## config.mk

```make
export PLATFORM = sky130hd
export DESIGN_NAME = encrypt_round_ctrl
export DESIGN_NICKNAME = d
export VERILOG_FILES = /design/src/rtl/encrypt_round_ctrl.sv
export SDC_FILE = /design/constraint.sdc
export NUM_CORES = 1
export LEC_CHECK = 0
export CAP_MARGIN = 10
export CORE_MARGIN = 2
export CORE_UTILIZATION = 35
export CTS_CLUSTER_DIAMETER = 80
export DETAILED_ROUTE_END_ITERATION = 6
export SYNTH_ARGS = -nofsm -noshare
export SYNTH_HDL_FRONTEND = slang
export SYNTH_SLANG_ARGS = --single-unit
```

## constraint.sdc

```tcl
create_clock -name clk -period 4.75 [get_ports clk]
set_input_delay 0.475 -clock clk [delete_from_list [all_inputs] [get_ports clk]]
set_output_delay 0.475 -clock clk [all_outputs]
set_load 0.01 [all_outputs]
```

## src/rtl/encrypt_round_ctrl.sv

```systemverilog
// rtl/encrypt_round_ctrl.sv - three-round XOR-key / bit-permutation byte encrypt/decrypt controller
//
// Accepts one byte per transaction and runs NUM_ROUNDS rounds, one per clock.
// Owns the key and permutation register file. The config port updates it
// only while the controller is idle.
//
// Ports:
//   clk        system clock, rising edge
//   n_rst      asynchronous active-low reset
//   mode       0 = encrypt, 1 = decrypt; sampled when a byte is accepted
//   in_data    input byte
//   in_valid   input byte valid
//   in_ready   controller can accept a byte
//   out_data   result byte, held until the output handshake
//   out_valid  result valid
//   out_ready  downstream accepts the result
//   cfg_we     config write strobe
//   cfg_addr   0-2 = key[0..2], 3-10 = perm[0..7], 11-15 = reserved (ignored)
//   cfg_wdata  write data; perm entries use bits [2:0]
//   cfg_ready  a config write is taken this cycle
//   cfg_err    registered flag: two permutation entries are equal
//   busy       a transaction is in progress
module encrypt_round_ctrl #(
    parameter int NUM_ROUNDS = 3,
    parameter int DATA_W     = 8
) (
    input  logic              clk,
    input  logic              n_rst,
    input  logic              mode,
    input  logic [DATA_W-1:0] in_data,
    input  logic              in_valid,
    output logic              in_ready,
    output logic [DATA_W-1:0] out_data,
    output logic              out_valid,
    input  logic              out_ready,
    input  logic              cfg_we,
    input  logic [3:0]        cfg_addr,
    input  logic [7:0]        cfg_wdata,
    output logic              cfg_ready,
    output logic              cfg_err,
    output logic              busy
);

    localparam int IDX_W = $clog2(DATA_W);

    localparam logic [1:0] ST_IDLE  = 2'd0;
    localparam logic [1:0] ST_ROUND = 2'd1;
    localparam logic [1:0] ST_OUT   = 2'd2;

    localparam logic [1:0] LAST_ROUND = 2'(NUM_ROUNDS - 1);

    logic [1:0]        state;
    logic [1:0]        round_cnt;
    logic              mode_q;
    logic [DATA_W-1:0] work;

    logic [DATA_W-1:0] key  [0:NUM_ROUNDS-1];
    logic [IDX_W-1:0]  perm [0:DATA_W-1];

    logic [DATA_W-1:0] p_in;
    logic [DATA_W-1:0] p_out;
    logic [DATA_W-1:0] pinv_out;
    logic [DATA_W-1:0] round_out;
    logic [1:0]        dec_idx;
    logic              perm_dup;
    logic              cfg_take;
    logic [IDX_W-1:0]  perm_idx;

    assign cfg_ready = (state == ST_IDLE);
    assign busy      = (state != ST_IDLE);
    // A pending config write takes priority over an incoming byte, so the
    // byte is only accepted once the table it will use has settled.
    assign in_ready  = (state == ST_IDLE) && !cfg_we && !cfg_err;
    assign cfg_take  = cfg_we && cfg_ready;

    // Addresses 3..10 map onto perm[0..7]; subtracting 3 modulo 8 on the low
    // bits gives the entry index without needing the address MSB.
    assign perm_idx = cfg_addr[2:0] - 3'd3;

    // Decrypt walks the keys in reverse order.
    assign dec_idx = LAST_ROUND - round_cnt;

    always_comb begin
        p_in      = work ^ key[round_cnt];
        p_out     = '0;
        pinv_out  = '0;
        for (int i = 0; i < DATA_W; i++) begin
            p_out[i]          = p_in[perm[i]];
            pinv_out[perm[i]] = work[i];
        end
        round_out = mode_q ? (pinv_out ^ key[dec_idx]) : p_out;
    end

    always_comb begin
        perm_dup = 1'b0;
        for (int i = 0; i < DATA_W; i++) begin
            for (int j = i + 1; j < DATA_W; j++) begin
                if (perm[i] == perm[j]) begin
                    perm_dup = 1'b1;
                end
            end
        end
    end

    always_ff @(posedge clk or negedge n_rst) begin
        if (!n_rst) begin
            key[0] <= 8'hDE;
            key[1] <= 8'hAD;
            key[2] <= 8'hBE;
            for (int i = 0; i < DATA_W; i++) begin
                perm[i] <= IDX_W'(DATA_W - 1 - i);
            end
        end else if (cfg_take) begin
            if (cfg_addr < 4'd3) begin
                key[cfg_addr[1:0]] <= cfg_wdata;
            end else if (cfg_addr <= 4'd10) begin
                perm[perm_idx] <= cfg_wdata[IDX_W-1:0];
            end
        end
    end

    always_ff @(posedge clk or negedge n_rst) begin
        if (!n_rst) begin
            cfg_err <= 1'b0;
        end else begin
            cfg_err <= perm_dup;
        end
    end

    always_ff @(posedge clk or negedge n_rst) begin
        if (!n_rst) begin
            state     <= ST_IDLE;
            round_cnt <= 2'd0;
            mode_q    <= 1'b0;
            work      <= '0;
            out_data  <= '0;
            out_valid <= 1'b0;
        end else begin
            case (state)
                ST_IDLE: begin
                    if (in_valid && in_ready) begin
                        work      <= in_data;
                        mode_q    <= mode;
                        round_cnt <= 2'd0;
                        state     <= ST_ROUND;
                    end
                end
                ST_ROUND: begin
                    work <= round_out;
                    if (round_cnt == LAST_ROUND) begin
                        out_data  <= round_out;
                        out_valid <= 1'b1;
                        round_cnt <= 2'd0;
                        state     <= ST_OUT;
                    end else begin
                        round_cnt <= round_cnt + 2'd1;
                    end
                end
                ST_OUT: begin
                    if (out_ready) begin
                        out_valid <= 1'b0;
                        state     <= ST_IDLE;
                    end
                end
                default: begin
                    state <= ST_IDLE;
                end
            endcase
        end
    end

endmodule

```

Word level (Yosys, flattened, before mapping)
Cells that the tools add are included.
- $add $sub $neg: 3
- $lt $le $gt $ge: 24
- equality and inequality tests: 34
- multiplexer cells: 92
- bitwise logic cells: 8
- reduce and logical (&&, ||, !) cells: 27
- operators with widths (cell ; number):
    3-bit equality test ; 28
    8-bit bitwise mux ; 7
    8-bit two-way mux ; 7
    24-bit bitwise mux ; 2
    1-bit two-way mux ; 46
    8-bit binary-select mux with 2-bit select ; 2
    3-bit by 4-bit less-than comparator with 1-bit output, second input constant ; 8
    1-bit binary-select mux with 3-bit select ; 8
    1-bit demux with 3-bit select ; 8
    3-bit by 1-bit >= comparator with 1-bit output, second input constant ; 8
    8-bit demux with 2-bit select ; 1
    8-bit case mux with 2 select lines ; 1
    8-bit XOR ; 2
    1-bit logical AND ; 14
    2-bit two-way mux ; 5
    3-bit demux with 3-bit select ; 1
    3-bit >= comparator, second input constant ; 3
    2-bit NOT with 3-bit output ; 3
    3-bit AND reduction ; 3
    8-bit AND ; 1
    2-bit AND reduction ; 4
    2-bit case mux with 3 select lines ; 1
    2-bit nonzero test ; 3
    2-bit equality test, second input constant ; 2
    18 further kinds ; 20
- register bits after elaboration: 71
- input port bits: 26
- logic and storage cells: 206

Logic depth before layout (Yosys ltp)
Gate-level depths: netlist of the first run.
- depth after elaboration: 29
- mapped depth: 13
- gate-level depth less buffers: 9

Worst setup path before layout of the first run
Ideal clock, no wire load.
- path type: register to register
- start point: register round_cnt[1]
- end point: register work[1]
- setup time: 130 ps
- arrival: 2374 ps
- required time: 4620 ps
- setup slack: 2247 ps
- cell stages (with the launch flop): 12
- buffers on the path: 2
- clock period less this slack: 2503 ps
- cell sequence: dfrtp_1 buf_4 inv_1 ha_1 buf_2 mux2i_1 o21ai_0 xnor2_1 nor3b_1 a2111oi_0 a21o_1 o22ai_1
- cells in the longest elaborated chain, start to end: 9
- RTL lines (what ; RTL line ; source):
    start, declared ; 53 ; logic [1:0] round_cnt;
    start signal, assigned ; 156 ; round_cnt <= round_cnt + 2'd1;
    2-bit NOT with 3-bit output (implied by the code) ; 84 ; p_in = work ^ key[round_cnt];
    8-bit binary-select mux with 2-bit select ; 84 ;
    8-bit two-way mux (implied by the code) (2 in series) ; 84 ;
    8-bit XOR ; 84 ;
    1-bit binary-select mux with 3-bit select ; 88 ; p_out[i] = p_in[perm[i]];
    1-bit two-way mux (implied by the code) ; 88 ;
    8-bit two-way mux (*) ; 91 ; round_out = mode_q ? (pinv_out ^ key[dec_idx]) : p_out;
    8-bit case mux with 2 select lines (*) ; 139 ; case (state)
    end signal, assigned ; 142 ; work <= in_data;
    end signal, assigned ; 149 ; work <= round_out;
    end, declared ; 55 ; logic [DATA_W-1:0] work;
Mark *: on every way between the ends. The rest lies on a longest branch, timed or not. The select of a mux whose other input is x is not followed.
A chain may end at the register's enable or synchronous reset.

Worst setup path after layout of the first run
- start point: register round_cnt[1]
- end point: register out_data[5]
- cells in the longest elaborated chain, start to end: 8
- RTL lines (what ; RTL line ; source):
    2-bit NOT with 3-bit output (implied by the code) ; 84 ;
    8-bit binary-select mux with 2-bit select ; 84 ;
    8-bit two-way mux (implied by the code) (2 in series) ; 84 ;
    8-bit XOR ; 84 ;
    1-bit binary-select mux with 3-bit select ; 88 ;
    1-bit two-way mux (implied by the code) ; 88 ;
    8-bit two-way mux ; 91 ;
    end signal, assigned ; 151 ; out_data <= round_out;
    end, declared ; 33 ; output logic [DATA_W-1:0] out_data,
Several ways; a longest one is shown, not always the timed one. The select of a mux whose other input is x is not followed.

==> metrics.md, run 1 <==
| Metric | Value |
|---|---|
| GRT Total Usage | `a little over a fifth` |
| F_max | `284 MHz` |
| Synth warn | `0` |
| Buf/Inv on CP | `1` |
| Unique masters post-synth | `79` |
| Clk buf depth | `2` |
| H-tree depth | `3` |
| Slew Limit Fails | `0` |
| Crit path required time | `4.96 ns` |
| First-pass GRT wire length | `approximately 33000 µm` |
| Initial antenna violation count | `0` |
| CTS resizes | `0` |
| Tcrit/Tclk final | `74.2%` |
| Combinational power share | `54.3%` |
| Vias post-DR | `between 6000 and 7000` |
| GPL Wtd Cong | `0.974` |
| Worst-path fanout max | `27` |
| Slowest cell on crit path | `dfrtp_1` |
| Initial DRC Count | `782` |
| Finished Cell Area | `between 7000 and 8000 µm²` |
| Post-synthesis sequential area ratio | `a little over a quarter` |
| Register Area | `about 1800 µm²` |
| Pwr dens | `around 650 nW/µm²` |
| Leakage power | `0.00282 µW` |
| Peak VDD IR | `203 µV` |
| Area after DPL | `7220 µm²` |
| Clock root buffer | `clkbuf_16` |
| Num CTS Buffers | `9` |
| Largest net degree at the start of global routing | `46` |
| Die H | `about 140 µm` |
| Share of cells above drive strength 1 | `between 15 and 20%` |
| Layout Nets | `804` |
| Endpoints failing hold | `0` |
| Skew-Pair Late Insertion Delay | `~0.35 ns` |
| Seq pwr share | `32.2%` |
| RSZ-0062 raised after global routing | `false` |
| Crit path time final | `3.53 ns` |
| Detail Route Antenna Nets | `0` |
| Clock Skew | `0.00686 ns` |
| Syn_nets | `818` |
| CTS tree | `yes` |
| Delay-heaviest family, CP | `compound AO/OA/AOI/OAI gates` |
| WS Path Type | `reg2reg` |
| Final setup fails | `0` |
| Sw Pwr | `2370 µW` |
| Vias per inst | `5.86` |
| Area delta synth->final | `10.7%` |
| Cell Int Power | `between 2000 and 3000 µW` |
| Worst slew pin tran | `~1.1 ns` |
| Gr ovfl total | `0` |
| R2r setup slk | `1.22 ns` |
| HP Class | `in2async` |
| Setup repair bufs after CTS | `0` |
| DRC violations left | `0` |
| Seq cells post-synth | `71` |
| Commonest cells after routing, fill and taps aside | `xnor2_1 (76), nand3_1 (62), mux2_2 (54), nand2_1 (47), dfrtp_1 (42)` |
| CP cell instances | `inv_1, ha_1, mux2i_1, o21ai_0, xnor2_1, o221ai_1, nor3_1, a41o_1, o21ai_1` |
| Setup ws final | `1.22 ns` |
| EDFF count, synth | `0` |
| WL final | `between 20000 and 25000 µm` |
| Max-cap violation count | `0` |
| Place WS | `1.22 ns` |
| Post-Syn Area | `6790 µm²` |
| Synth Instances | `just under 800` |
| Sw Share | `around half` |
| Detailed placer's ending HPWL | `15300 µm` |
| Worst rel slew slack | `29.1%` |
| Area of the multi-input gates | `roughly 4600 µm²` |
| Clock network fraction of total power | `13.5%` |
| Clock slew at reported path FFs | `0.06 ns` |
| Setup crit start kind | `flop` |
| Pre-antenna DRT Iters | `5` |
| Crit. End Element | `flop` |
| IO Pins | `39` |
| Setup tns final | `0 ns` |
| Die Footprint | `20500 µm²` |
| Slowest cell delay on critical path | `around 0.79 ns` |
| Status | `finished, final reports clean` |
| Overall die width | `about 140 µm` |
| Commonest non-fill, non-tap cell in the layout | `xnor2_1` |
| Fillers | `1930` |
| Starting Density | `35.9%` |
| Core region area | `18900 µm²` |
| Top FF cell, synth | `dfrtp_1` |
| # rows | `50` |
| Vias in the first global route | `5709` |
| Ys async rst share | `100%` |
| Port Buffers | `38` |
| DR WL/cell | `roughly 21 µm` |
| Sink Count | `71` |
| Fin util | `roughly two fifths` |
| Crit path DAT | `3.74 ns` |
| Hold-fix buffers, CTS | `0` |
| # diodes | `0` |
| Post-synthesis area per instance | `8.65 µm²` |
metal layers:
metal / global-route usage [%] / share of wire (%)
met3: 3.89 / 6.5
met4: 8.05 / 3.3
met2: 31.9 / 44
met1: 30.3 / 47
met5: 0 / 0
cells by family after synthesis:
| kind of cell | after synthesis | share of synthesized area (%) |
|---|---|---|
| DFF | 71 | 26.7 |
| adders and majority gates | 7 | 1.29 |
| buffers and inverters | 92 | 5.94 |
| muxes | 76 | 12.6 |
| and+or+nand+nor | 285 | 23.8 |
| xor gates and xnor gates | 93 | 12.1 |
| AOI/OAI and AO/OA | 161 | 17.5 |
registers in the layout, summed over array words and instances, names as in the netlist:
name,count
key,24
out_valid,1
perm,24
cfg_err,1
mode_q,1
round_cnt,2
state,2
work,8
out_data,8
synthesized netlist by cell type (14+ instances only):
master	n	area share, %
a21oi_1	22	1.6
a31oi_1	14	1.3
buf_2	28	2.1
clkbuf_1	28	1.5
dfrtp_1	42	15
dfstp_2	29	11
inv_1	22	1.2
mux2_2	54	9.0
mux2i_1	16	2.4
nand2_1	47	2.6
nand2b_1	18	1.7
nand3_1	62	4.6
nor2_1	30	1.7
nor2b_1	24	2.2
nor3_1	16	1.2
nor3b_1	18	2.0
o21ai_0	21	1.5
o21ai_1	17	1.3
xnor2_1	76	9.8
xor2_1	16	2.1
power by group through the flow:
stage | sequential, µW | clock (µW) | combinational, µW
after detailed placement | 1560 | 0 | 2610
final | 1570 | 663 | 2660
after global placement | 1570 | 0 | 2600
after global routing | 1620 | 705 | 2900
after CTS | 1550 | 677 | 2620
after floorplan | 914 | 0 | 2560
stage by stage:
step,cells,hold slack [ns],total power [µW]
2_1_floorplan,785,0.179,3470
3_3_place_gp,1020,0.468,4170
3_5_place_dp,1020,0.474,4170
4_1_cts,1036,0.160,4850
5_1_grt,1036,0.176,5230
6_report,1036,0.143,4900
final cells by class:
class,instances,share of cell area (%)
sequential,71,24.1
clock inverter,2,0.166
clock buffer,14,3.78
timing repair buffer,45,5.69
multi-input combinational,622,60.8
tap,260,4.33
inverter,22,1.10
path summary, 6_finish.rpt:
path                                   start           to  cells past startpoint
worst max-delay path            round_cnt[1]  out_data[5]                      9
worst min-delay path                   n_rst      key[12]                      1
worst max register to register  round_cnt[1]  out_data[5]                      9
worst min register to register   out_data[4]  out_data[4]                      2
max in group asynchronous              n_rst     perm[15]                      2
min in group clk                 out_data[4]  out_data[4]                      2
worst reg2reg max path, stage by stage (launching register included):
cell and delay (ns):
dfrtp_1 0.79, inv_1 0.27, ha_1 0.79, mux2i_1 0.17, o21ai_0 0.58, xnor2_1 0.19
o221ai_1 0.14, nor3_1 0.24, a41o_1 0.15, o21ai_1 0.07
(Power assumes the default switching activity.)
==> run 2, diff against run 1 <==
==> constraint.sdc (replaced) <==
create_clock -name clk -period 3.12 [get_ports clk]
set_input_delay 0.312 -clock clk [delete_from_list [all_inputs] [get_ports clk]]
set_output_delay 0.312 -clock clk [all_outputs]
set_load 0.01 [all_outputs]
==> metrics.md, run 2 (synthesized netlist as in run 1, its figures left out) <==
| Metric | Value |
|---|---|
| Status | `finished, final reports clean` |
| Pwr dens | `1020 nW/µm² (+56%)` |
| IO Pins | `39 (unchanged)` |
| Crit. End Element | `flop` |
| Skew-Pair Late Insertion Delay | `0.35 ns (about the same)` |
| Worst setup endpoint | `work[1]` |
| Commonest non-fill, non-tap cell in the layout | `xnor2_1` |
| Share of cells above drive strength 1 | `20.0% (+2.8 points)` |
| Die Footprint | `20500 µm² (unchanged)` |
| Worst r2r path cells | `9 (unchanged)` |
| Commonest cells after routing, fill and taps aside | `xnor2_1 (76), nand3_1 (62), mux2_2 (54), nand2_1 (47), dfrtp_1 (42)` |
| CP cell instances | `inv_1, ha_1, mux2i_1, o21ai_0, xnor2_1, nor3b_1, a2111oi_0, a21o_1, o22ai_1` |
| Port Buffers | `38 (unchanged)` |
| Initial antenna violation count | `0 (unchanged)` |
| Worst slew pin tran | `0.933 ns (-0.129 ns)` |
| WL final | `22600 µm (+6.5%)` |
| CTS tree | `yes` |
| Slew Limit Fails | `0 (unchanged)` |
| Combinational power share | `58.9% (+4.6 points)` |
| Sw Pwr | `3790 µW (+60%)` |
| Slowest cell delay on critical path | `0.54 ns (-0.25 ns)` |
| Overall die width | `143 µm (unchanged)` |
| Vias per inst | `5.87 (+0.19%)` |
| Layout Nets | `831 (+3.4%)` |
| Tcrit/Tclk final | `88.4% (+14 points)` |
| Slowest cell on crit path | `o21ai_0` |
| Worst-path fanout max | `8 (-70%)` |
| Largest net degree at the start of global routing | `72 (+57%)` |
| GRT Total Usage | `22.7% (+1.4 points)` |
| F_max | `363 MHz (+28%)` |
| Detailed placer's ending HPWL | `16600 µm (+9.0%)` |
| Endpoints failing hold | `0 (unchanged)` |
| Crit path depth | `9 (unchanged)` |
| Clock network fraction of total power | `14.4% (+0.9 points)` |
| Worst rel slew slack | `37.8% (+8.6 points)` |
| Hold-fix buffers, CTS | `0 (unchanged)` |
| Crit path required time | `3.34 ns (-1.62 ns)` |
| Clk buf depth | `2 (unchanged)` |
| Pre-antenna DRT Iters | `6 (+1)` |
| Initial DRC Count | `565 (-28%)` |
| # rows | `50 (unchanged)` |
| Seq pwr share | `26.8% (-5.4 points)` |
| Area delta synth->final | `14.1%` |
| Clock root buffer | `clkbuf_16` |
| Sw Share | `48.0% (-0.45 points)` |
| Hold slack | `0.192 ns (+0.0495 ns)` |
| Die H | `143 µm (unchanged)` |
| Peak VDD IR | `332 µV (+63%)` |
| Crit path DAT | `2.98 ns (-0.76 ns)` |
| Setup tns final | `0 ns (unchanged)` |
| DR WL/cell | `21.3 µm (+3.8%)` |
| Core region area | `18900 µm² (unchanged)` |
| Buf/Inv on CP | `1 (unchanged)` |
| Cell Int Power | `4100 µW (+63%)` |
| Detail Route Antenna Nets | `0 (unchanged)` |
| GPL Wtd Cong | `0.946 (-2.9%)` |
| Clock slew at reported path FFs | `0.06 ns (about the same)` |
| Worst r2r dst | `work[1]` |
| Top Registers | `key: 24 flops, perm: 24 flops` |
| Critical Path Start | `round_cnt[1]` |
| Setup repair bufs after CTS | `0 (unchanged)` |
| WS Path Type | `reg2reg` |
| Crit path time final | `2.76 ns (-0.768 ns)` |
| Vias post-DR | `6242 (+2.8%)` |
| R2r setup slk | `0.36 ns (-0.86 ns)` |
| # diodes | `0 (unchanged)` |
| Sink Count | `71 (unchanged)` |
| First-pass GRT wire length | `35200 µm (+5.2%)` |
| Delay-heaviest family, CP | `compound AO/OA/AOI/OAI gates` |
| Num CTS Buffers | `9 (unchanged)` |
| CTS resizes | `0 (unchanged)` |
| RSZ-0062 raised after global routing | `false` |
| Setup crit start kind | `flop` |
| DRC violations left | `0 (unchanged)` |
| Starting Density | `35.9% (unchanged)` |
| Leakage power | `0.00296 µW (+5.1%)` |
| Fillers | `1965 (+1.8%)` |
| Max-cap violation count | `0 (unchanged)` |
| RR Startpoint | `round_cnt[1]` |
| Clock Skew | `0.00592 ns (-0.000940 ns)` |
| Final setup fails | `0 (unchanged)` |
| Vias in the first global route | `6086 (+6.6%)` |
| H-tree depth | `3 (unchanged)` |
| HP Class | `in2async` |
| Gr ovfl total | `0 (unchanged)` |
## run 2: worst reg2reg max path, delay by kind of cell (launching register included)
kind / cells / cell delay, ns
buffers and inverters: 1 / 0.17
adders and majority gates: 1 / 0.37
xor gates and xnor gates: 1 / 0.19
and+or+nand+nor: 1 / 0.07
muxes: 1 / 0.16
DFF: 1 / 0.37
AOI/OAI and AO/OA: 4 / 1.29
## run 2: cell type report
class                   count  area [µm²]  area share, %
multi-input cells         622        4570           59.0
flip-flops and latches     71        1810           23.4
repair buffers             72         631           8.14
well taps                 260         325           4.20
clock buffers              11         243           3.13
inverters                  22        82.6           1.07
clock inverters             5        81.3           1.05
## run 2: metal layers
layer  vias up  share of wire (%)  wire length [µm]  global-route usage, %
li1       2885                  -                 -                      -
met5         -                  0                 0                      0
met4         0                4.2               952                   11.2
met1      3015                 47             10600                   31.7
met3        61                6.5              1480                   3.86
met2       281                 42              9550                   33.8
## run 2: worst min path at each step
| stage | cells after the start | end | from |
|---|---|---|---|
| detailed placement | 2 | out_data[6] | out_data[6] |
| finish | 2 | key[21] | n_rst |
| global placement | 2 | out_data[6] | out_data[6] |
| CTS | 2 | key[21] | n_rst |
| floorplan | 0 | cfg_err | n_rst |
| global route | 2 | round_cnt[1] | n_rst |
## run 2: power groups by stage
| stage | registers, µW | logic [µW] | clock network (µW) |
|---|---|---|---|
| 3_5_place_dp | 2080 | 4550 | 0 |
| 3_3_place_gp | 2070 | 4530 | 0 |
| 2_1_floorplan | 1390 | 3900 | 0 |
| 5_1_grt | 2130 | 5030 | 1190 |
| 4_1_cts | 2060 | 4570 | 1160 |
| 6_report | 2110 | 4640 | 1140 |
## run 2: per-stage QoR
step | total power (µW) | instance area (µm²) | util (%) | setup WS, ns | instances
finish | 7890 | 7750 | 41.0 | 0.362 | 1063
global placement | 6610 | 7420 | 39.3 | 0.526 | 1047
detailed placement | 6630 | 7420 | 39.3 | 0.528 | 1047
floorplan | 5290 | 6790 | - | 0.617 | 785
CTS | 7790 | 7750 | 41.0 | 0.425 | 1063
global route | 8350 | 7750 | 41.0 | 0.218 | 1063
==> run 3, diff against run 2 <==
--- a/config.mk
+++ b/config.mk
@@ -7,9 +7,10 @@
 export LEC_CHECK = 0
 export CAP_MARGIN = 10
 export CORE_MARGIN = 2
-export CORE_UTILIZATION = 35
+export CORE_UTILIZATION = 55
 export CTS_CLUSTER_DIAMETER = 80
 export DETAILED_ROUTE_END_ITERATION = 6
+export PLACE_DENSITY = 0.77
 export SYNTH_ARGS = -nofsm -noshare
 export SYNTH_HDL_FRONTEND = slang
 export SYNTH_SLANG_ARGS = --single-unit
==> metrics.md, run 3 (synthesized netlist as in run 1, its figures left out) <==
| Metric | Value |
|---|---|
| Status | `finished, final reports clean` |
| Slew Limit Fails | `0 (unchanged)` |
| Fillers | `999 (-49%)` |
| Share of cells above drive strength 1 | `20.2% (+0.12 points)` |
| Initial DRC Count | `846 (+50%)` |
| Seq pwr share | `27.9% (+1.1 points)` |
| Max-cap violation count | `0 (unchanged)` |
| Setup repair bufs after CTS | `0 (unchanged)` |
| Placed Instances | `934 (-11%)` |
| Tcrit/Tclk final | `88.1% (-0.25 points)` |
| RSZ-0062 raised after global routing | `false` |
| DR WL/cell | `24.1 µm (+13%)` |
| Vias per inst | `6.78 (+15%)` |
| Worst slew pin tran | `0.867 ns (-0.0667 ns)` |
| Crit. End Element | `flop` |
| Area of the multi-input gates | `4570 µm² (unchanged)` |
| Detailed placer's ending HPWL | `16700 µm (+0.29%)` |
| Clk buf depth | `2 (unchanged)` |
| H-tree depth | `3 (unchanged)` |
| Sink Count | `71 (unchanged)` |
| Die H | `115 µm (-20%)` |
| Port Buffers | `38 (unchanged)` |
| Register Area | `1810 µm² (unchanged)` |
| Clock root buffer | `clkbuf_16` |
| Pre-antenna DRT Iters | `5 (-1)` |
| Vias in the first global route | `6197 (+1.8%)` |
| Gr ovfl total | `0 (unchanged)` |
| Sw Pwr | `3900 µW (+3.0%)` |
| Final setup fails | `0 (unchanged)` |
| Commonest non-fill, non-tap cell in the layout | `xnor2_1` |
| Num CTS Buffers | `9 (unchanged)` |
| Leakage power | `0.00295 µW (-0.32%)` |
| Crit path time final | `2.75 ns (-0.00784 ns)` |
| Detail Route Antenna Nets | `0 (unchanged)` |
| Largest net degree at the start of global routing | `72 (unchanged)` |
| Core region area | `12000 µm² (-36%)` |
| HP Class | `in2async` |
| Design Power | `7860 µW (-0.42%)` |
| # diodes | `0 (unchanged)` |
| # rows | `40 (-20%)` |
| Sw Share | `49.7% (+1.6 points)` |
| Crit path required time | `3.34 ns (about the same)` |
| Worst-path fanout max | `37 (+29)` |
| Initial antenna violation count | `0 (unchanged)` |
| CTS tree | `yes` |
| IO Pins | `39 (unchanged)` |
| Combinational power share | `59.1% (+0.2 points)` |
| WL final | `22900 µm (+1.1%)` |
| GRT Total Usage | `35.9% (+13 points)` |
| Hold-fix buffers, CTS | `0 (unchanged)` |
| Setup tns final | `0 ns (unchanged)` |
| F_max | `364 MHz (+0.28%)` |
| R2r setup slk | `0.37 ns (about the same)` |
| Vias post-DR | `6437 (+3.1%)` |
| GPL Wtd Cong | `1.01 (+6.3%)` |
| DRC violations left | `0 (unchanged)` |
| WS Path Type | `reg2reg` |
| Endpoints failing hold | `0 (unchanged)` |
| Crit path DAT | `2.97 ns (about the same)` |
| First-pass GRT wire length | `35800 µm (+1.8%)` |
| CTS resizes | `0 (unchanged)` |
| Starting Density | `56.5% (+21 points)` |
| Top Registers | `key: 24 flops, perm: 24 flops` |
| Hold slack | `0.167 ns (-0.0259 ns)` |
| Overall die width | `115 µm (-20%)` |
| Clock Skew | `0.00618 ns (+0.000253 ns)` |
| Clock slew at reported path FFs | `0.07 ns (about the same)` |
| Cell Int Power | `3950 µW (-3.6%)` |
| Worst rel slew slack | `42.2% (+4.4 points)` |
| Pwr dens | `1040 nW/µm² (+1.8%)` |
| Commonest cells after routing, fill and taps aside | `xnor2_1 (76), nand3_1 (62), mux2_2 (54), nand2_1 (47), dfrtp_1 (42)` |
| Clock network fraction of total power | `13.0% (-1.4 points)` |
| Peak VDD IR | `784 µV (+140%)` |
| Skew-Pair Late Insertion Delay | `0.34 ns (about the same)` |
| Die Footprint | `13200 µm² (-35%)` |
| Layout Nets | `831 (unchanged)` |
| Fin util | `63.1% (+22 points)` |
| Non-Filler Instances | `950 (-11%)` |
| Area delta synth->final | `11.6%` |
| Setup crit start kind | `flop` |
[run 3: cell count changes in the layout (fill, tap and decap cells not counted)]
cell,delta
inv_8,+3
clkinvlp_4,-1
inv_6,+3
clkinv_2,-1
bufinv_16,-2
clkbuf_8,-1
clkbuf_1,-1
[run 3: power groups by stage]
stage	registers (µW)	clock network (µW)	logic, µW
after floorplan	1390	0	3900
after global placement	2140	0	4450
after detailed placement	2150	0	4530
after CTS	2130	1040	4560
after global routing	2210	1080	5000
final	2190	1030	4640
[run 3: final cells by class]
class,instances,share of cell area (%)
Timing Repair Buffer,72,8.32
Clock buffer,9,2.97
Multi-Input combinational cell,622,60.3
Sequential cell,71,23.9
Clock inverter,7,0.908
Tap cell,147,2.43
Inverter,22,1.09
[run 3: worst max-delay path, stage by stage (launching register included)]
cell	delay [ns]
dfrtp_1	0.35
buf_4	0.34
mux2_2	0.40
or3_1	0.35
nand2_2	0.19
o32ai_1	0.11
a2111oi_0	0.56
a31o_1	0.22
o21ai_1	0.07
[run 3: worst paths after layout]
path,startpoint,end,cells after the start
worst min register to register,out_data[7],out_data[7],2
worst max-delay path,round_cnt[0],work[4],8
worst max register to register,round_cnt[0],work[4],8
min in group clk,out_data[7],out_data[7],2
worst min-delay path,n_rst,key[21],2
max in group asynchronous,n_rst,perm[11],2
[run 3: stage by stage]
step / instance area [µm²] / worst slack, ns
after global placement: 7280 / 0.437
after floorplan: 6790 / 0.617
after CTS: 7580 / 0.413
after global routing: 7580 / 0.184
after detailed placement: 7280 / 0.450
final: 7580 / 0.370
[run 3: per-layer routing]
layer  vias up  GRT usage (%)  routed length (µm)  share of wire (%)
met5         -              0                   0                  0
met1      3153           50.3                9690                 42
li1       2886              -                   -                  -
met3        62           8.17                2170                9.5
met2       336           54.3               10200                 45
met4         0           13.3                 814                3.6
